==> src/rtl/sid_pkg.sv <==
// Shared definitions for the SID audio output stage.
// Contents: sample width, saturation limits, DAC state encoding and a
// 17-bit to 16-bit signed saturation helper.
package sid_pkg;

  localparam int unsigned SID_SAMPLE_W = 16;

  localparam logic signed [SID_SAMPLE_W-1:0] SID_SMAX = 16'sh7FFF;
  localparam logic signed [SID_SAMPLE_W-1:0] SID_SMIN = 16'sh8000;

  typedef enum logic [1:0] {
    SID_IDLE = 2'd0,
    SID_DIFF = 2'd1,
    SID_SAT  = 2'd2,
    SID_OUT  = 2'd3
  } sid_dac_state_t;

  // Clamp a 17-bit signed value into the 16-bit sample range.
  // Overflow is exactly the case where the two top bits disagree.
  function automatic logic signed [SID_SAMPLE_W-1:0] sid_sat17(
    input logic signed [SID_SAMPLE_W:0] v
  );
    if (v[SID_SAMPLE_W] != v[SID_SAMPLE_W-1]) begin
      return v[SID_SAMPLE_W] ? SID_SMIN : SID_SMAX;
    end
    return v[SID_SAMPLE_W-1:0];
  endfunction

endpackage

==> src/rtl/sid_sigma_delta.sv <==
// First-order sigma-delta modulator for the board audio pin.
// Ports:
//   clk, rst  - clock, synchronous active-high reset
//   s_i       - signed 16-bit PCM input
//   bit_o     - 1-bit pulse-density output (registered)
// The input is registered as offset binary before entering the
// accumulator, so a change on s_i reaches bit_o two cycles later.
module sid_sigma_delta
  import sid_pkg::*;
(
  input  logic                           clk,
  input  logic                           rst,
  input  logic signed [SID_SAMPLE_W-1:0] s_i,
  output logic                           bit_o
);

  logic [SID_SAMPLE_W-1:0] u_q;
  logic [SID_SAMPLE_W-1:0] a_q;
  logic                    bit_q;
  logic [SID_SAMPLE_W:0]   sum_c;

  // Carry out of the accumulator is the output bit.
  assign sum_c = {1'b0, a_q} + {1'b0, u_q};

  always_ff @(posedge clk) begin
    if (rst) begin
      u_q   <= {1'b1, {(SID_SAMPLE_W-1){1'b0}}};  // midscale
      a_q   <= '0;
      bit_q <= 1'b0;
    end else begin
      u_q   <= {~s_i[SID_SAMPLE_W-1], s_i[SID_SAMPLE_W-2:0]};
      a_q   <= sum_c[SID_SAMPLE_W-1:0];
      bit_q <= sum_c[SID_SAMPLE_W];
    end
  end

  assign bit_o = bit_q;

endmodule

==> src/rtl/sid_audio_dac.sv <==
// SID audio output stage: sample capture, optional DC removal,
// saturation, post-reset mute and sigma-delta bitstream generation.
// Ports:
//   clk, rst          - clock, synchronous active-high reset
//   sample_in         - signed 16-bit sample from the filter/volume block
//   sample_valid      - one-cycle strobe qualifying sample_in
//   sample_out        - processed signed sample, held between updates
//   sample_out_valid  - one-cycle pulse when sample_out updates
//   audio_out         - sigma-delta bitstream
//   muted             - high while the post-reset mute is active
// Build option: define SID_DCBLOCK_EN to include the DC tracker; without
// it dc is zero and the datapath passes samples through unchanged.
module sid_audio_dac
  import sid_pkg::*;
#(
  parameter int unsigned DC_SHIFT    = 10,
  parameter int unsigned MUTE_CYCLES = 65535
) (
  input  logic                           clk,
  input  logic                           rst,
  input  logic signed [SID_SAMPLE_W-1:0] sample_in,
  input  logic                           sample_valid,
  output logic signed [SID_SAMPLE_W-1:0] sample_out,
  output logic                           sample_out_valid,
  output logic                           audio_out,
  output logic                           muted
);

  localparam int unsigned Y_W    = SID_SAMPLE_W + 1;
  localparam int unsigned MUTE_W = 20;

  // Reject out-of-range configurations at elaboration.
  if (DC_SHIFT < 4 || DC_SHIFT > 14 || MUTE_CYCLES == 0 ||
      MUTE_CYCLES > 32'd1048575) begin : g_param_check
    $error("sid_audio_dac: DC_SHIFT or MUTE_CYCLES out of range");
  end

  sid_dac_state_t                  state_q, state_d;
  logic                            pend_q;
  logic signed [SID_SAMPLE_W-1:0]  x_hold_q;
  logic signed [SID_SAMPLE_W-1:0]  x_work_q, x_work_d;
  logic signed [Y_W-1:0]           y17_q, y17_d;
  logic signed [SID_SAMPLE_W-1:0]  sample_out_q, sample_out_d;
  logic                            valid_q, valid_d;
  logic signed [Y_W-1:0]           dc_c;
  logic signed [SID_SAMPLE_W-1:0]  y_c;
  logic [MUTE_W-1:0]               mute_cnt_q;
  logic                            muted_q;
  logic signed [SID_SAMPLE_W-1:0]  mod_in_c;

  // Capture: latest strobe wins; a strobe on the IDLE->DIFF edge re-arms pend.
  always_ff @(posedge clk) begin
    if (rst) begin
      pend_q   <= 1'b0;
      x_hold_q <= '0;
    end else if (sample_valid) begin
      pend_q   <= 1'b1;
      x_hold_q <= sample_in;
    end else if (state_q == SID_IDLE && pend_q) begin
      pend_q   <= 1'b0;
    end
  end

`ifdef SID_DCBLOCK_EN
  localparam int unsigned ACC_W = SID_SAMPLE_W + DC_SHIFT + 1;

  logic signed [ACC_W-1:0] acc_q, acc_d;

  // DC estimate is the leaky integrator scaled down by 2^DC_SHIFT.
  assign dc_c  = Y_W'(acc_q >>> DC_SHIFT);
  assign acc_d = (state_q == SID_SAT) ? acc_q + ACC_W'(y_c) : acc_q;

  always_ff @(posedge clk) begin
    if (rst) acc_q <= '0;
    else     acc_q <= acc_d;
  end
`else
  assign dc_c = '0;
`endif

  assign y_c = sid_sat17(y17_q);

  // FSM next-state and datapath.
  always_comb begin
    state_d      = state_q;
    x_work_d     = x_work_q;
    y17_d        = y17_q;
    sample_out_d = sample_out_q;
    valid_d      = 1'b0;
    unique case (state_q)
      SID_IDLE: begin
        if (pend_q) begin
          // Snapshot so later strobes cannot disturb the sample in flight.
          x_work_d = x_hold_q;
          state_d  = SID_DIFF;
        end
      end
      SID_DIFF: begin
        y17_d   = Y_W'(x_work_q) - dc_c;
        state_d = SID_SAT;
      end
      SID_SAT: begin
        // Output is registered here so it is visible during OUT.
        sample_out_d = y_c;
        valid_d      = 1'b1;
        state_d      = SID_OUT;
      end
      SID_OUT: begin
        state_d = SID_IDLE;
      end
    endcase
  end

  always_ff @(posedge clk) begin
    if (rst) begin
      state_q      <= SID_IDLE;
      x_work_q     <= '0;
      y17_q        <= '0;
      sample_out_q <= '0;
      valid_q      <= 1'b0;
    end else begin
      state_q      <= state_d;
      x_work_q     <= x_work_d;
      y17_q        <= y17_d;
      sample_out_q <= sample_out_d;
      valid_q      <= valid_d;
    end
  end

  // Post-reset mute; muted_q tracks (mute_cnt_q != 0) as a register.
  always_ff @(posedge clk) begin
    if (rst) begin
      mute_cnt_q <= MUTE_W'(MUTE_CYCLES);
      muted_q    <= 1'b1;
    end else if (mute_cnt_q != '0) begin
      mute_cnt_q <= mute_cnt_q - MUTE_W'(1);
      muted_q    <= (mute_cnt_q != MUTE_W'(1));
    end
  end

  assign mod_in_c = muted_q ? '0 : sample_out_q;

  sid_sigma_delta u_sd (
    .clk   (clk),
    .rst   (rst),
    .s_i   (mod_in_c),
    .bit_o (audio_out)
  );

  assign sample_out       = sample_out_q;
  assign sample_out_valid = valid_q;
  assign muted            = muted_q;

endmodule

==> config.mk <==
export PLATFORM = sky130hd
export DESIGN_NAME = sid_audio_dac
export DESIGN_NICKNAME = d
export VERILOG_FILES = /design/src/rtl/sid_pkg.sv /design/src/rtl/sid_sigma_delta.sv /design/src/rtl/sid_audio_dac.sv
export SDC_FILE = /design/constraint.sdc
export NUM_CORES = 1
export LEC_CHECK = 0
export CORE_ASPECT_RATIO = 0.75
export CORE_MARGIN = 3
export CORE_UTILIZATION = 35
export DETAILED_ROUTE_END_ITERATION = 6
export DONT_BUFFER_PORTS = 1
export PLACE_DENSITY = 0.52
export SLEW_MARGIN = 0
export SYNTH_ARGS = -nofsm -noshare
export SYNTH_HDL_FRONTEND = slang
export SYNTH_SLANG_ARGS = --single-unit
export TNS_END_PERCENT = 30
==> constraint.sdc <==
create_clock -name clk -period 3.8 [get_ports clk]
set_input_delay 0.57 -clock clk [delete_from_list [all_inputs] [get_ports clk]]
set_output_delay 0.57 -clock clk [all_outputs]
set_load 0.01 [all_outputs]
# After elaboration in Yosys (flattened, before gate mapping)
# Index checks and enable logic that the tools add are counted.
# totals
reg_bits	122
latchBits	0
ramBits	0
rom_bits	0
input_bits	19
out_inout_bits	19
memories	0
# classes
add_sub_neg	2
multipliers	0
div	0
n_lt_le_gt_ge	0
eq_ne	6
n_shift	0
mux	10
bitwise_logic	1
n_reduce_logical	6
# ops
op	n
$mux 16	4
$ne 20x1->1 const B	1
$reduce_bool 20->1	1
$sub 20x1->20 const B	1
$add 16x16->17	1
$pmux 2 s4	1
$eq 2x2->1 const B	2
$mux 1	4
$eq 2x1->1 const B	1
$logic_not 2->1	1
$mux 2	1
$ne 2x2->1 const B	1
$reduce_and 2->1	1
$reduce_bool 2->1	1
$reduce_or 2->1	1
$logic_and 1x1->1	1
$ne 1x1->1	1
$not 1->1	1

# Longest topological paths before layout
# Gate-level depths: netlist of run 1.
# depth
word_depth	4
depth_mapped	8
mapped_depth_nobuf	8

# Cells and area by module
# A second synthesis of run 1 with hierarchy kept.
# hier_totals
hier_cells	570
area_unflattened_um2	5313.8
# by_module_without_submodules
module	instances	cells_per_inst	area_each_um2	seq_area_each_um2
sid_audio_dac	1	391	3652.3	1781.7
sid_sigma_delta	1	179	1661.6	660.6

# Worst setup path after synthesis of run 1
# Ideal clock, no wire load.
# synth_path
kind	reg-to-reg
start	register u_sd.a_q[3]
end	register u_sd.a_q[13]
setup_ps	121
arrival_time_ps	2021
required_time_ps	3679
path_slack_ps	1658
path_stages_with_launch	8
synth_period_minus_slack_ps	2142
path_cell_list	dfxtp_1 ha_1 a21o_1 a21oi_1 a21oi_1 a2111oi_0 o31a_1 mux2_2
# synth_between
elab_chain_cells	1
# synth_rtl
element	line	rtl
start, declared	sid_sigma_delta.sv:18	logic [SID_SAMPLE_W-1:0] a_q;
start signal, assigned	sid_sigma_delta.sv:32	a_q <= sum_c[SID_SAMPLE_W-1:0];
$add 16x16->17	sid_sigma_delta.sv:23	assign sum_c = {1'b0, a_q} + {1'b0, u_q};
# Every way passes these cells.
# A chain may end at the register's enable or synchronous reset.

# Final worst setup path of run 1
# layout_path
start	register mute_cnt_q[16]
end	register mute_cnt_q[4]
# layout_between
elab_chain_cells	1
# layout_rtl
element	line	rtl
start, declared	sid_audio_dac.sv:47	logic [MUTE_W-1:0] mute_cnt_q;
start signal, assigned	sid_audio_dac.sv:133	mute_cnt_q <= MUTE_W'(MUTE_CYCLES);
start signal, assigned	sid_audio_dac.sv:136	mute_cnt_q <= mute_cnt_q - MUTE_W'(1);
$reduce_bool 20->1	sid_audio_dac.sv:135	end else if (mute_cnt_q != '0) begin
# Every way passes these cells.

==> results of run 1 <==
[worst max-delay path, cell delays in order (launching register included)]
cell and delay [ns]:
dfxtp_1 0.34, or3_1 0.41, or4_4 0.45, nor3_4 0.68, nor3_1 0.12, or3b_1 0.37
[through the flow]
step	hold slack (ns)	total power, uW	setup slack [ns]	area, um^2
floorplan	0.413	1630	1.66	4980
global placement	0.442	1660	1.41	5110
detailed placement	0.446	1670	1.35	5110
CTS	0.230	3300	1.33	5710
global route	0.243	3390	1.14	5710
finish	0.286	3260	1.31	5710
[cell usage after synthesis, types with 2 or more instances]
cell type    n
o21bai_1     2
nand3_1      5
clkbuf_1    16
a21oi_1     33
mux2_2       4
nor4_1      10
o41ai_1      2
nand2b_1     6
a211o_1      3
inv_1        9
nor2_1      73
a211oi_1     2
nand2_1     51
mux2i_1     49
a21o_1       5
or4_1        2
nor3_1       9
o21ai_0      9
dfxtp_1    122
or3_1        8
buf_1        5
nor2b_1      8
xor2_1       5
ha_1        23
or4_4        2
xnor2_1     19
and2_1      17
[cells by family after synthesis]
logic type / Yosys count
AND/OR/NAND/NOR: 200
flip-flops: 122
AO/OA/AOI/OAI: 63
multiplexers: 53
buffers and inverters: 33
XOR/XNOR: 24
adder cells (fa/ha/maj): 24
[layer usage]
layer  wire, um  global-route usage
met5          0                   0
met4         57              0.0403
met3        314              0.0409
met2       3980               0.189
met1       5120               0.183
[layout make-up]
type / instances / share of cell area
Inverter: 10 / 0.00657
Sequential cell: 122 / 0.428
Multi-Input combinational cell: 364 / 0.422
Clock inverter: 11 / 0.0254
Tap cell: 175 / 0.0383
Clock buffer: 20 / 0.0800
[path summary, 6_finish.rpt]
check	end	slack, ns
max	mute_cnt_q[4]$_SDFFE_PP1P_	1.31
max reg2reg	mute_cnt_q[4]$_SDFFE_PP1P_	1.31
min reg2reg	x_work_q[4]$_SDFFE_PP0P_	0.45
min	u_sd.a_q[1]$_SDFF_PP0_	0.29
[registers in the layout (all words and copies together), names as in the netlist]
signal,flops
u_sd.bit_o,1
u_sd.a_q,16
mute_cnt_q,20
muted,1
sample_out,16
x_hold_q,16
x_work_q,16
y17_q,16
pend_q,1
sample_out_valid,1
u_sd.u_q,16
state_q,2
[report_power, final]
part,total (uW),switching [uW],internal (uW)
Clock,1620,561,1060
Combinational,289,163,125
Sequential,1350,28.2,1320
Total,3260,752,2510
==> results.txt, run 1 <==
The area of the die is 15700 um^2. The number of warnings issued by yosys is 0. The count of nets left with antenna violations once routing finished came out at 0. Buffers inserted to repair hold after CTS numbered 0. The total instance count after detailed placement is 671. Summing all flip-flop and latch instances after layout gives 2440 um^2. The worst-case clock buffer depth came out at 2. The number of H-tree branching levels came out at 4. The total clock buffers created by CTS came out at 17. The number of cells in the finished layout apart from fillers came out at 702. The filler cell count in the final layout came out at 1337.

The count of unresolved DRC violations after routing came out at 0. The top-level I/O count is 38. Leaving out fill and tap cells, the most frequent cell in the layout is dfxtp_1. The top fanout value on the critical path is 24.

The post-synthesis share of cell area spent on xor and xnor gates came out at 0.0422. Before antenna repair, the detailed router went through 4 iterations. The die height is 109 um.

The worst setup path is of the flop to flop kind. The total number of clock tree sinks came out at 122. The share of synthesized area in the top cell type comes to 0.490. The clock latency reported for the late side of the worst-skew pair came out at 0.40 ns. Among all flip-flop cells after synthesis, the most frequent one is dfxtp_1. The post-synthesis instance total is 519. The total negative slack is 0 ns. For this run, the register share of the synthesized area comes to 0.490.

The register bit total from synthesis came out at 122. The post-route clock period utilization came out at 0.656. Of the total synthesized cell area, the portion taken by AND, OR, NAND and NOR gates is 0.196. The first global-routing pass estimated 16400 um of wire. The maximum clock frequency is 0.401 GHz. In this run the power density over the cells is 571 nW/um^2. The fraction of final layout cells sized beyond drive strength 1 is 0.0778.

The DRC violation total after the first TritonRoute iteration is 226. Tracing the worst setup path back leads to its startpoint at mute_cnt_q[16]$_SDFFE_PP0P_. The final core utilization is 0.413. The placeable core region came out at 13800 um^2. The complex-gate fraction of the synthesized area is 0.0763. The multi-input gate area in the final layout is 2410 um^2.

Using the TritonRoute via totals, the vias-per-cell ratio works out to 4.78. The starting density of the core is 0.360. The startpoint identified for the worst hold timing path is rst. The multiplexer area fraction after synthesis is 0.107. Across every metal layer, demand over resource in global routing totals 0.129. The actual transition at the worst max-transition pin is 1.02 ns. The via count of the first global-routing pass is 3342. The area growth from synthesis to layout is 14.6%. The number of buffers added on ports is 0. Detailed placement finished with a half-perimeter wire length of 6390 um. The tightest min-delay check is of the input port to flop type. The clock transition time at the flip-flop clock pins of the worst setup and hold paths is 0.06 ns. The run finished with clean final reports.

In this run the tightest slew margin relative to its limit is 0.321. The CTS tree is built. Summed over all layers, the global routing overflow is 0. The worst register-to-register path begins at mute_cnt_q[16]$_SDFFE_PP0P_.

The leakage power came out at 0.00226 uW. The number of endpoints with negative hold slack in the final report is 0. The worst setup path is launched from a flop. The cell sitting at the root of the clock tree is a clkbuf_16. The total length of routed wires came out at 9460 um. The required time at the worst-slack endpoint came out at 4.08 ns. The largest total area in the synthesized netlist belongs to dfxtp_1. By area the synthesized netlist is led by dfxtp_1, mux2i_1, ha_1. 0 antenna diodes ended up in the layout.

The count of final max-slew check failures is 0. The initial antenna violation count came out at 0. STA classifies the critical path endpoint as a flop. Across the routed clock network, the largest skew measured is 0.00808 ns. The post-synthesis cell type count is 47. The number of cell instances on the worst register-to-register path came out at 5. The die is 144 um wide. The netlist area before placement is 4980 um^2. The clock period minus final worst setup slack is 2.49 ns. The post-CTS setup buffer count is 0. The count of instances resized after the clock tree is built came out at 0. Setup repair after global routing left no endpoint under its margin. Leaving out fill and tap cells, the most frequent cells in the layout are dfxtp_1, nor2_1, nand2_1, mux2i_1, a21oi_1. The number of max-capacitance violations reported came out at 0. The count of flip-flops with a built-in enable after synthesis is 0. Counting instances, the worst hold path has a depth of 1.

The number of nets in the finished design is 558. The maximum number of pins on one net before global-route repair is 103. The adder and majority cell fraction of the synthesized area came out at 0.0617. Across all layers, the routed design uses 3354 vias. The proportion of synthesized flip-flops having asynchronous set or reset came out at 0.

The average instance in the mapped netlist occupies 9.60 um^2. The routed wire length per instance came out at 13.5 um. The worst-case IR drop observed on VDD is 0.307 mV.

At the worst endpoint, the arrival time is 2.77 ns. The setup violation total in the final timing report came out at 0. The number of standard-cell rows in the floorplan came out at 37. The main combinational cell family by area after synthesis is simple AND/OR/NAND/NOR gates.

The final weighted congestion in routability-driven placement came out at 0.830. Counting every net in the synthesized netlist gives 562.
Note: power is estimated with default switching activity, not from simulation.
==> run 2, diff against run 1 <==
--- a/config.mk
+++ b/config.mk
@@ -10,7 +10,7 @@
 export CORE_UTILIZATION = 35
 export DETAILED_ROUTE_END_ITERATION = 6
 export DONT_BUFFER_PORTS = 1
-export PLACE_DENSITY = 0.52
+export PLACE_DENSITY = 0.54
 export SLEW_MARGIN = 0
 export SYNTH_ARGS = -nofsm -noshare
 export SYNTH_HDL_FRONTEND = slang
==> constraint.sdc (replaced) <==
create_clock -name clk -period 2.1 [get_ports clk]
set_input_delay 0.315 -clock clk [delete_from_list [all_inputs] [get_ports clk]]
set_output_delay 0.315 -clock clk [all_outputs]
set_load 0.01 [all_outputs]
==> results.txt, run 2 (same netlist as run 1, synthesis figures left out) <==
The register ranked first by flip-flop count is mute_cnt_q. The post-route clock period utilization was 0.986 (+0.330). The worst-case vdd ir drop is 0.752 mV (+140%). The number of standard-cell rows in the floorplan came out at 37 (unchanged). The total clock buffers created by CTS came to 17 (unchanged).

TritonCTS built the clock tree. The number of flip-flops in the largest register is 20 (unchanged). The data arrival time of the worst path was 2.36 ns (-0.41 ns). The top fanout value on the critical path came out at 3 (-88%). The worst-case clock buffer depth came to 2 (unchanged).

By startpoint and endpoint, the worst setup path is classified as flop to flop. The number of endpoints with negative hold slack in the final report came to 0 (unchanged). The power density normalized to cell area came to 988 nW/um^2 (+73%). The number of vias per cell came out at 4.79 (+0.28%). The die height is 109 um (unchanged). The total length of routed wires came out at 9870 um (+4.3%). The routed wire length per instance came out at 13.6 um (+0.53%). The count of buffer and inverter cells on the critical path was 0 (unchanged).

The number of nets with antenna violations after detailed routing was 0 (unchanged). The count of unresolved DRC violations after routing came to 0 (unchanged). The placeable core region came out at 13800 um^2 (unchanged). The final weighted congestion in routability-driven placement was 0.788 (-5.0%). In the layout the commonest cells are dfxtp_1, nor2_1, nand2_1, mux2i_1, a21oi_1. The total power consumption of the routed design came out at 5910 uW (+81%).

The die width came out at 144 um (unchanged). The clock period minus final worst setup slack came out at 2.07 ns (-0.423 ns). The initial antenna violation count is 0 (unchanged).

The maximum number of pins on one net before global-route repair was 86 (-17%). The post-layout instance area came out at 5980 um^2 (+4.7%). The fraction of final layout cells sized beyond drive strength 1 came out at 0.145 (+0.0669).

The clock transition time at the flip-flop clock pins of the worst setup and hold paths is 0.05 ns (about the same). Setup repair after global routing could not meet its margin everywhere. The cell family contributing the most delay on the critical path is compound AO/OA/AOI/OAI gates. The setup violation total in the final timing report was 0 (unchanged).

The total global-route track usage came to 0.136 (+0.00688). The critical path's slowest cell is fa_2. The area of the die is 15700 um^2 (unchanged). The DRC violation total after the first TritonRoute iteration is 206 (-8.8%). The clock latency reported for the late side of the worst-skew pair is 0.41 ns (about the same). STA classifies the critical path startpoint as a flop. STA classifies the critical path endpoint as a flop.

The worst slew slack as a fraction of its limit is 0.663 (+0.341). The total half-perimeter wirelength after legalization and detailed placement came out at 6510 um (+1.8%). The starting density of the core came out at 0.360 (unchanged). The total number of vias came out at 3488 (+4.0%). The worst setup slack for register-to-register paths is 0.03 ns (-1.28 ns).

The first-pass iteration count of the detailed router is 4 (unchanged). The leakage power is 0.00243 uW (+7.3%). The area after detailed placement came out at 5280 um^2 (+3.4%).

The critical path goes through ha_2 -> fa_2 -> a21o_1 -> and4_2 -> o21ba_2 -> o22ai_2 -> mux2_4. The antenna diode count is 0 (unchanged). The maximum clock frequency is 0.483 GHz (+20%). The top-level I/O count came out at 38 (unchanged).

The area growth from synthesis to layout came out at 20.0%. The number of H-tree branching levels is 4 (unchanged). The number of buffers added on ports came out at 0 (unchanged). The required time at the worst-slack endpoint is 2.39 ns (-1.69 ns). The run finished with clean final reports. The count of final max-slew check failures came out at 0 (unchanged). The actual transition at the worst max-transition pin was 0.505 ns (-0.513 ns).

The worst clock skew on the final layout is 0.00889 ns (+0.000808 ns). The type of the tightest min-delay check is input port to flop. The global-route wire length before repair is 16900 um (+3.2%). The clock root buffer is clkbuf_16. The longest individual stage delay on the worst path came out at 0.34 ns (-0.34 ns).

The final core utilization is 0.432 (+0.0195). The overflow left after global routing is 0 (unchanged). The number of nets in the finished design came out at 584 (+4.7%). The most common cell after layout, fill and taps aside is dfxtp_1. The number of max-capacitance violations reported came out at 0 (unchanged). The via count of the first global-routing pass came out at 3404 (+1.9%).

The total number of clock tree sinks is 122 (unchanged).
[run 2: layout make-up]
| type | count | area (um^2) |
|---|---|---|
| clock buffer | 19 | 443 |
| clock inverter | 12 | 149 |
| fill | 1302 | 7860 |
| inverter | 10 | 37.5 |
| multi-input combinational | 364 | 2470 |
| sequential | 122 | 2440 |
| tap | 175 | 219 |
| timing repair buffer | 26 | 221 |
[run 2: timing repair]
| item | 4_1_cts | 5_1_grt |
|---|---|---|
| hold buffers | 2 | 0 |
| endpoints found under the hold margin | 85 | 0 |
| buffers inserted | 0 | 1 |
| resized for setup | 6 | 13 |
| pin swaps | 1 | 6 |
| endpoints found under the setup margin | 3 | 17 |
[run 2: worst register-to-register path: cells and delay by family (launching register included)]
kind / cells / cell delay (ns)
flops: 1 / 0.30
mux: 1 / 0.32
compound gates: 3 / 0.56
simple gates: 1 / 0.26
fa+ha+maj: 2 / 0.53
[run 2: final timing paths]
path	end	from	depth (start not counted)
setup reg to reg	u_sd.a_q[12]$_SDFF_PP0_	u_sd.a_q[0]$_SDFF_PP0_	7
hold reg to reg	x_work_q[15]$_SDFFE_PP0P_	x_work_q[15]$_SDFFE_PP0P_	2
hold / removal	muted$_SDFFE_PP1P_	rst	1
setup / recovery	u_sd.a_q[12]$_SDFF_PP0_	u_sd.a_q[0]$_SDFF_PP0_	7
[run 2: through the flow]
stage | cells | hold slack [ns] | setup WS [ns] | TNS [ns]
3_3_place_gp | 694 | 0.403 | -0.0660 | -0.134
2_1_floorplan | 519 | 0.413 | -0.0116 | -0.0116
3_5_place_dp | 694 | 0.409 | -0.109 | -0.228
5_1_grt | 728 | 0.0132 | -0.0377 | -0.148
6_report | 728 | 0.0202 | 0.0286 | 0
4_1_cts | 727 | 0.000471 | -0.0356 | -0.0356
[run 2: power by group]
part | internal, uW | total [uW] | switching, uW
Sequential | 2390 | 2440 | 47.8
Clock | 1880 | 2920 | 1030
Combinational | 231 | 554 | 323
[run 2: metal layers]
| layer | share of wire | vias to the layer above | track usage |
|---|---|---|---|
| met1 | 0.51 | 1588 | 0.182 |
| met2 | 0.43 | 50 | 0.201 |
| met3 | 0.036 | 23 | 0.0443 |
| met5 | 0 | - | 0 |
| li1 | - | 1827 | - |
| met4 | 0.028 | 0 | 0.0625 |
==> run 3, diff against run 2 <==
--- a/config.mk
+++ b/config.mk
@@ -5,12 +5,14 @@
 export SDC_FILE = /design/constraint.sdc
 export NUM_CORES = 1
 export LEC_CHECK = 0
+export ABC_AREA = 1
 export CORE_ASPECT_RATIO = 0.75
 export CORE_MARGIN = 3
-export CORE_UTILIZATION = 35
+export CORE_UTILIZATION = 50
 export DETAILED_ROUTE_END_ITERATION = 6
 export DONT_BUFFER_PORTS = 1
-export PLACE_DENSITY = 0.54
+export GPL_ROUTABILITY_DRIVEN = 0
+export PLACE_DENSITY = 0.71
 export SLEW_MARGIN = 0
 export SYNTH_ARGS = -nofsm -noshare
 export SYNTH_HDL_FRONTEND = slang
==> results.txt, run 3 <==
The flow ran to the end, and the final reports show no timing, DRC or antenna violations. The total negative slack came out at 0 ns (unchanged). The number of vias per cell came out at 4.98 (+4.0%). The clock period minus final worst setup slack came out at 1.73 ns (-0.345 ns). In the layout the commonest cells are nor2_1, nand2_1, dfxtp_1, inv_1, o21ai_0. The total number of clock tree sinks is 122 (unchanged). The footprint of the flip-flops and latches came out at 2440 um^2 (about the same).

The leakage power is 0.00272 uW (+12%). The number of flip-flops in the largest register was 20 (unchanged). The initial antenna violation count is 0 (unchanged). The multiplexer area fraction after synthesis came out at 0 (-0.107). The longest individual stage delay on the worst path came to 0.43 ns (+0.09 ns). Among all flip-flop cells after synthesis, the most frequent one is dfxtp_1. The total clock buffers created by CTS came out at 17 (unchanged). The proportion of synthesized flip-flops having asynchronous set or reset is 0 (unchanged). The top fanout value on the critical path came out at 4 (+1).

The complex-gate fraction of the synthesized area came out at 0.116 (+0.0397). The antenna diode count came out at 0 (unchanged). The total half-perimeter wirelength after legalization and detailed placement came out at 7680 um (+18%). The mean area per synthesized cell is 7.37 um^2 (-23%). The maximum clock frequency is 0.579 GHz (+20%). The number of nets in the finished design is 762 (+30%). The worst hold path belongs to the class input port to flop. The worst-case vdd ir drop is 0.640 mV (-15%). The area after detailed placement came out at 5380 um^2 (+1.8%).

The die width is 125 um (-13%). CTS placed an instance of clkbuf_16 at the clock tree root. The worst clock skew on the final layout came out at 0.00739 ns (-0.00150 ns).

The number of warnings issued by yosys came out at 0 (unchanged). The overflow left after global routing is 0 (unchanged). The required time at the worst-slack endpoint is 2.40 ns (about the same). The area of the die came out at 11800 um^2 (-25%). The post-synthesis cell type count came out at 33 (-30%).

The number of endpoints with negative hold slack in the final report was 0 (unchanged). By area, the combinational part of the netlist is dominated by simple AND/OR/NAND/NOR gates. The count of final max-slew check failures is 0 (unchanged). The actual transition at the worst max-transition pin was 0.576 ns (+0.0716 ns).

The number of H-tree branching levels is 4 (unchanged). The worst setup path is launched from a flop. The routed wire length per instance is 12.9 um (-4.9%).

The number of buffers added on ports is 0 (unchanged). The post-synthesis instance total came out at 716 (+38%). The setup violation total in the final timing report came to 0 (unchanged). The total length of routed wires is 11100 um (+13%). The top-level I/O count is 38 (unchanged). After synthesis, the most frequently instantiated cells are nor2_1, nand2_1, dfxtp_1.

The least setup slack across all paths after layout came to 0.373 ns (+0.345 ns). The die height is 95.0 um (-13%). The power density normalized to cell area came out at 1100 nW/um^2 (+11%).

The area growth from synthesis to layout came out at 13.4%. The data arrival time of the worst path came out at 2.02 ns (-0.34 ns). The clock transition time at the flip-flop clock pins of the worst setup and hold paths came out at 0.05 ns (about the same). The worst setup path is of the flop to flop kind. The biggest area contributor in the post-synthesis netlist is dfxtp_1. The number of standard-cell rows in the floorplan came out at 31 (-16%). The multi-input gate area in the final layout came out at 2440 um^2 (-1.2%).

The worst setup path is captured at a flop. The count of buffer and inverter cells on the critical path is 0 (unchanged). In this design, the critical path's most frequently occurring cell is nand3_1. The netlist area before placement was 5280 um^2 (+5.8%).

The post-route clock period utilization came to 0.822 (-0.164). The number of nets with antenna violations after detailed routing is 0 (unchanged). The starting density of the core came out at 0.529 (+0.169). The post-placement setup slack came out at 0.389 ns (+0.498 ns).

The clock latency reported for the late side of the worst-skew pair is 0.41 ns (about the same). The maximum number of pins on one net before global-route repair is 71 (-17%). The count of unresolved DRC violations after routing came to 0 (unchanged). The placeable core region was 9970 um^2 (-28%).

The most common cell after layout, fill and taps aside is nor2_1. Grouping stages by cell kind, the critical path spends the most delay in adder cells. The first-pass iteration count of the detailed router came out at 5 (+1). The total number of vias came out at 4304 (+23%).

The via count of the first global-routing pass came out at 3989 (+17%). In the post-synthesis netlist, the biggest area contributors are dfxtp_1, nor2_1, nand2_1. The critical path's slowest cell is fa_1. Setup repair after global routing left no endpoint under its margin. The worst slew slack as a fraction of its limit was 0.615 (-0.0482). The fraction of the mapped netlist area in simple logic gates came to 0.268 (+0.0719). In the post-synthesis netlist, the cell with the most instances is nor2_1. The register bit total from synthesis came to 122 (unchanged). The DRC violation total after the first TritonRoute iteration is 382 (+85%). The worst-case clock buffer depth came out at 2 (unchanged). The count of flip-flops with a built-in enable after synthesis is 0 (unchanged). The synthesized net count came out at 759 (+35%). The adder and majority cell fraction of the synthesized area came out at 0.0583 (-0.00341). The global-route wire length before repair came out at 18700 um (+10%). The total power consumption of the routed design was 6570 uW (+11%). The share of synthesized area occupied by flip-flops and latches came out at 0.463 (-0.0271). More flip-flops sit in one register than any other, and that register is mute_cnt_q.

The total global-route track usage is 0.196 (+0.0597). The count of instances resized after the clock tree is built came out at 0 (-6). The post-synthesis share of cell area spent on xor and xnor gates came out at 0.0199 (-0.0222). The filler cell count in the final layout is 907 (-30%). The post-layout instance area is 5980 um^2 (about the same). The number of max-capacitance violations reported is 0 (unchanged). The fraction of final layout cells sized beyond drive strength 1 came out at 0.0738 (-0.0709).

Walking the worst path, the cells encountered are ha_1 -> fa_1 -> nand3_1 -> nand3_1 -> nand3_1 -> nand3_1 -> o21ai_0 -> nor2_1. The area fraction of the dominant cell type after synthesis is 0.463 (-0.0271). TritonCTS built the clock tree.
run 3: changes by cell type in the layout (fill, tap and decap cells not counted), moves of 22 or more:
cell / change
nor2_1: +83
buf_4: -22
mux2i_1: -49
o21ai_0: +69
inv_1: +70
nand2_1: +74
run 3: metal layers:
layer	part of all wire	up-vias	GRT usage
met3	0.056	19	0.0509
met4	0.017	0	0.0675
met5	0	-	0
li1	-	2271	-
met2	0.43	114	0.310
met1	0.50	1900	0.263
run 3: layout make-up:
| class | count | share of cell area |
|---|---|---|
| Timing Repair Buffer | 5 | 0.00962 |
| Clock buffer | 20 | 0.0763 |
| Tap cell | 132 | 0.0276 |
| Multi-Input combinational cell | 491 | 0.407 |
| Inverter | 82 | 0.0515 |
| Sequential cell | 122 | 0.408 |
| Clock inverter | 12 | 0.0192 |
run 3: worst reg2reg max path: cells and delay by family, from the launching register on:
| kind | cells | cell delay (ns) |
|---|---|---|
| adders and majority gates | 2 | 0.65 |
| and+or+nand+nor | 5 | 0.51 |
| DFF | 1 | 0.30 |
| AOI/OAI and AO/OA | 1 | 0.16 |
run 3: logic make-up (layout without fill, tap and decap cells):
group | after synthesis | after routing
flip-flops | 122 | 122
AND/OR/NAND/NOR | 334 | 334
XOR/XNOR | 12 | 12
AO/OA/AOI/OAI | 121 | 121
adder cells (fa/ha/maj) | 24 | 24
buffers and inverters | 103 | 119
run 3: worst paths after layout:
path / start / end / slack, ns / depth (start not counted)
setup / recovery: u_sd.a_q[0]$_SDFF_PP0_ / u_sd.a_q[12]$_SDFF_PP0_ / 0.37 / 8
hold / removal: rst / mute_cnt_q[3]$_SDFFE_PP1P_ / 0.03 / 2
setup reg to reg: u_sd.a_q[0]$_SDFF_PP0_ / u_sd.a_q[12]$_SDFF_PP0_ / 0.37 / 8
hold reg to reg: pend_q$_SDFFE_PP0P_ / pend_q$_SDFFE_PP0P_ / 0.48 / 2
run 3: what timing repair did:
item / 4_1_cts / 5_1_grt
buffers inserted: 0 / 0
hold buffers: 2 / 1
hold endpoints to repair: 9 / 1
run 3: where the power goes:
part / switching [uW] / total, uW / internal (uW)
registers: 255 / 2920 / 2660
logic: 602 / 883 / 281
clock network: 1070 / 2770 / 1700
run 3: metrics by stage:
stage | util | instances | hold slack (ns)
after CTS | 0.599 | 863 | 0.00234
after global routing | 0.600 | 864 | 0.0213
after detailed placement | 0.540 | 829 | 0.391
after floorplan | - | 716 | 0.412
final | 0.600 | 864 | 0.0280
after global placement | 0.540 | 829 | 0.389
